File: config.mk
export PLATFORM = sky130hd
export DESIGN_NAME = ahb_lite_master
export DESIGN_NICKNAME = d
export VERILOG_FILES = /design/src/rtl/ahb_pkg.sv /design/src/rtl/ahb_byte_lane.sv /design/src/rtl/ahb_lite_master.sv
export SDC_FILE = /design/constraint.sdc
export NUM_CORES = 1
export LEC_CHECK = 0
export BUFFER_PORTS_ARGS = -buffer_cell sky130_fd_sc_hd__buf_2
export CORE_ASPECT_RATIO = 0.7
export CORE_MARGIN = 2
export CORE_UTILIZATION = 27
export DETAILED_ROUTE_END_ITERATION = 10
export MAX_ROUTING_LAYER = met4
export PLACE_DENSITY = 0.48
export SLEW_MARGIN = 15
export SYNTH_ARGS = -nofsm -noshare
export SYNTH_HDL_FRONTEND = slang
export SYNTH_SLANG_ARGS = --single-unit
File: constraint.sdc
create_clock -name clk -period 2.65 [get_ports clk]
set_input_delay 0.53 -clock clk [delete_from_list [all_inputs] [get_ports clk]]
set_output_delay 0.53 -clock clk [all_outputs]
set_load 0.03 [all_outputs]
File: src/rtl/ahb_pkg.sv
// ahb_pkg: shared AHB-Lite encodings, master FSM states and phase register layout
package ahb_pkg;
  localparam logic [1:0] HTRANS_IDLE = 2'b00;
  localparam logic [1:0] HTRANS_NONSEQ = 2'b10;
  localparam logic HSIZE_BYTE = 1'b0;
  localparam logic HSIZE_HALF = 1'b1;
  typedef enum logic {NORMAL, ERR2} mstate_t;
  typedef struct packed {
    logic valid;
    logic write;
    logic [3:0] addr;
    logic size;
    logic [15:0] wdata;
  } phase_t;
endpackage

File: src/rtl/ahb_byte_lane.sv
// ahb_byte_lane: write-lane replication and read-lane extraction for 16-bit AHB data
module ahb_byte_lane (
  input  logic        i_size,
  input  logic        i_addr0,
  input  logic [15:0] i_wdata,
  input  logic [15:0] i_hrdata,
  output logic [15:0] o_hwdata,
  output logic [15:0] o_rdata
);
  assign o_hwdata = i_size ? i_wdata : {2{i_wdata[7:0]}};
  assign o_rdata = i_size ? i_hrdata : {8'h00, i_addr0 ? i_hrdata[15:8] : i_hrdata[7:0]};
endmodule

File: src/rtl/ahb_lite_master.sv
// ahb_lite_master: valid/ready command stream to pipelined AHB-Lite transfers with wait-state and error handling
module ahb_lite_master
  import ahb_pkg::*;
(
  input  logic        clk,
  input  logic        rst,
  input  logic        cmd_valid,
  output logic        cmd_ready,
  input  logic        cmd_write,
  input  logic [3:0]  cmd_addr,
  input  logic        cmd_size,
  input  logic [15:0] cmd_wdata,
  output logic        rsp_valid,
  output logic [15:0] rsp_rdata,
  output logic        rsp_err,
  output logic [3:0]  haddr,
  output logic        hsize,
  output logic        hwrite,
  output logic [1:0]  htrans,
  output logic        hsel,
  output logic [15:0] hwdata,
  input  logic [15:0] hrdata,
  input  logic        hready,
  input  logic        hresp
);
  mstate_t r_state, w_next;
  phase_t r_aph, r_dph;
  logic w_accept, w_advance, w_done, w_err, w_unused;
  logic [15:0] w_rdata;
  assign htrans = (r_aph.valid && r_state == NORMAL) ? HTRANS_NONSEQ : HTRANS_IDLE;
  assign hsel = htrans[1];
  assign haddr = {r_aph.addr[3:1], r_aph.addr[0] & ~r_aph.size};
  assign hsize = r_aph.size;
  assign hwrite = r_aph.write;
  assign cmd_ready = !r_aph.valid || (hready && r_state == NORMAL);
  assign w_accept = cmd_valid && cmd_ready;
  assign w_advance = hready && hsel;
  assign w_done = hready && r_dph.valid;
  assign w_err = hresp || r_state == ERR2;
  assign w_unused = ^r_dph.addr[3:1];
  ahb_byte_lane u_lane (
    .i_size  (r_dph.size),
    .i_addr0 (r_dph.addr[0]),
    .i_wdata (r_dph.wdata),
    .i_hrdata(hrdata),
    .o_hwdata(hwdata),
    .o_rdata (w_rdata)
  );
  always_comb begin
    w_next = r_state;
    if (r_state == NORMAL) w_next = (r_dph.valid && hresp && !hready) ? ERR2 : NORMAL;
    else w_next = hready ? NORMAL : ERR2;
  end
  always_ff @(posedge clk or posedge rst)
    if (rst) r_state <= NORMAL;
    else r_state <= w_next;
  always_ff @(posedge clk or posedge rst) begin
    if (rst) begin
      r_aph <= '0;
      r_dph <= '0;
      rsp_valid <= 1'b0;
      rsp_err <= 1'b0;
      rsp_rdata <= '0;
    end else begin
      if (w_accept) r_aph <= '{1'b1, cmd_write, cmd_addr, cmd_size, cmd_wdata};
      else if (w_advance) r_aph.valid <= 1'b0;
      if (hready) r_dph <= w_advance ? r_aph : '0;
      rsp_valid <= w_done;
      rsp_err <= w_done && w_err;
      rsp_rdata <= (w_done && !r_dph.write) ? w_rdata : '0;
    end
  end
endmodule

==> impl_metrics.json <==
{
  "cts_hold_buf": 0,
  "design.core.area_sq_mm": 0.00918,
  "ys_seq_area_frac": 0.603,
  "n_antenna_cell": 0,
  "die_h_um": 85.7,
  "die_area_sq_mm": 0.0103,
  "antenna_left": 0,
  "dp_cells": 414,
  "rsz0062_at_grt": "no",
  "wire_per_inst_um": 13.6,
  "max-vdd-ir-drop_mv": 0.329,
  "crit_type": "reg2out",
  "fin_cells": 430,
  "slew_viol_final": 0,
  "place.gp.congestion": 0.670,
  "rows": 29,
  "nFillCells": 973,
  "synth_edf_count": 0,
  "grt_pass1_vias": 1839,
  "clockBufferDepth": 2,
  "synth.area.top_cells": "dfrtp_1 60%, mux2_2 10%, o21ai_0 5.2%",
  "grt_usage": 0.126,
  "yosys.area.top_type_share": 0.603,
  "avgViaCountPerCell": 4.12,
  "fin_skew_ps": 7.37,
  "hp-class": "in2async",
  "r2r_start": "r_state",
  "syn2layout_area_growth_pct": 28.1,
  "finalCritPeriodShare": 0.766,
  "cts_buffers": 9,
  "p_total_mw": 2.84,
  "synth.distinct_cells": 21,
  "synthMostInstantiatedCell": "dfrtp_1",
  "run_status": "complete, no violations",
  "via_count": 1770,
  "required_ps": 2120,
  "chipWidth_um": 121,
  "tightest_slew_ps": 776,
  "root_buffer": "clkbuf_16",
  "slew_headroom": 0.481,
  "ys_ff_latch": 62,
  "clk_latency_ps": 320,
  "synth_top_cells_by_count": "62 x dfrtp_1, 27 x o21ai_0, 23 x mux2_2",
  "firstDrtPassIters": 4,
  "fmax_ghz": 0.493,
  "drc": 0,
  "cap_violations": 0,
  "drive_gt1_frac": 0.438,
  "hold_viol": 0,
  "initial_core_util": 0.280,
  "ys.warnings.count": 0,
  "cts_tree": "done",
  "crit_arrival_ps": 1500,
  "pre_cts_ws_ps": 727,
  "start_kind": "register",
  "synthArstFlopShare": 1.00,
  "synth_fp_nets": 267,
  "postSynthCellCount": 224,
  "routed_wl_um": 5830,
  "period_minus_slack_ps": 2030,
  "path_clk_slew_ps": 60,
  "tns_ps": 0,
  "grt_max_degree": 43,
  "synth_top_area_cell": "dfrtp_1",
  "setup_slack_ps": 620,
  "post_cts_resize_count": 0,
  "ios": 87,
  "crit_path_end_kind": "output port",
  "power.density_mw_per_mm2": 861,
  "cp_max_fo": 18,
  "p_leak_nw": 1.69,
  "syn-cell-area_sq_mm": 0.00257,
  "io_buffers": 85,
  "setup.worst_path.start": "r_dph[16]",
  "drt_iter0_drc": 126,
  "grt_pass1_wl_um": 9610,
  "holdWs_ps": 277,
  "ys.flop_type": "dfrtp_1",
  "clock-sinks": 62,
  "setup_viol": 0,
  "antenna_found_initial": 0,
  "grt_overflow": 0,
  "avgSynthCellArea_sq_um": 11.5,
  "nNetsFinal": 344,
  "cts_setup_buffers": 0,
  "cts-htree-levels": 3,
  "dp_hpwl_um": 4310
}
[cell usage in the layout, fill, tap and decap left out]
master	count
clkinv_2	5
o21ai_0	27
clkinv_4	1
dfrtp_1	62
a21boi_4	1
nand3_1	20
clkinvlp_4	1
buf_4	6
buf_2	85
nor2b_1	1
nand2_1	10
conb_1	1
inv_2	1
nor2b_2	1
mux2i_1	8
inv_1	20
a21oi_1	1
nor2_1	11
nor3_1	1
nand2b_1	2
clkbuf_16	9
nand2b_4	1
mux2_2	23
and2_1	8
[critical path, cell delays in order (launching register included)]
cell     delay (ps)
dfrtp_1         680
nand2_1         140
o21ai_0         120
buf_2           240
[routing by layer]
layer,global-route usage,part of all wire,vias up
met4,0.0381,0.011,0
met5,-,0,-
met3,0.0419,0.064,6
met1,0.177,0.50,833
met2,0.171,0.43,59
li1,-,-,872
[power breakdown]
part           leakage, nW  switching [mW]  internal, mW
clock                0.135           0.400         0.624
combinational        0.776           0.404         0.224
sequential           0.782          0.0956          1.09
total                 1.69           0.899          1.94
[path summary, 6_finish.rpt]
kind,endpoint,slack [ps],cells past startpoint
worst max register to register,r_aph[7],890,3
worst max-delay path,hwdata[15],620,3
worst min register to register,r_dph[4],500,2
min in group clk,r_aph[22],430,2
max in group asynchronous,r_aph[6],1710,3
worst min-delay path,r_dph[3],280,2
[state kept, by name, summed over array words and instances (netlist names)]
signal     cells
r_dph         20
rsp_rdata     16
rsp_err        1
rsp_valid      1
hwrite         1
haddr          3
r_state        1
hsize          1
r_aph         18
[layout make-up]
type | count | area (sq um) | share of cell area
Sequential cell | 62 | 1550 | 0.470
Timing Repair Buffer | 91 | 470 | 0.143
Clock buffer | 9 | 225 | 0.0683
Tap cell | 124 | 155 | 0.0470
Clock inverter | 7 | 41.3 | 0.0125
Multi-Input combinational cell | 116 | 777 | 0.235
Inverter | 21 | 78.8 | 0.0239
[stage by stage]
| stage | util | cell area (sq um) |
|---|---|---|
| 3_3_place_gp | 0.330 | 3030 |
| 6_report | 0.359 | 3300 |
| 4_1_cts | 0.359 | 3300 |
| 3_5_place_dp | 0.330 | 3030 |
| 2_1_floorplan | - | 2570 |
| 5_1_grt | 0.359 | 3300 |
[logic make-up (layout without fill, tap and decap cells)]
group           Yosys count  in the layout  share of synthesized area
other cells               1              1                    0.00146
compound gates           29             29                     0.0617
mux                      31             31                      0.132
buf+inv                  46            128                     0.0967
simple gates             55             55                      0.106
flops                    62             62                      0.603
Note: power is estimated with default switching activity, not from simulation.
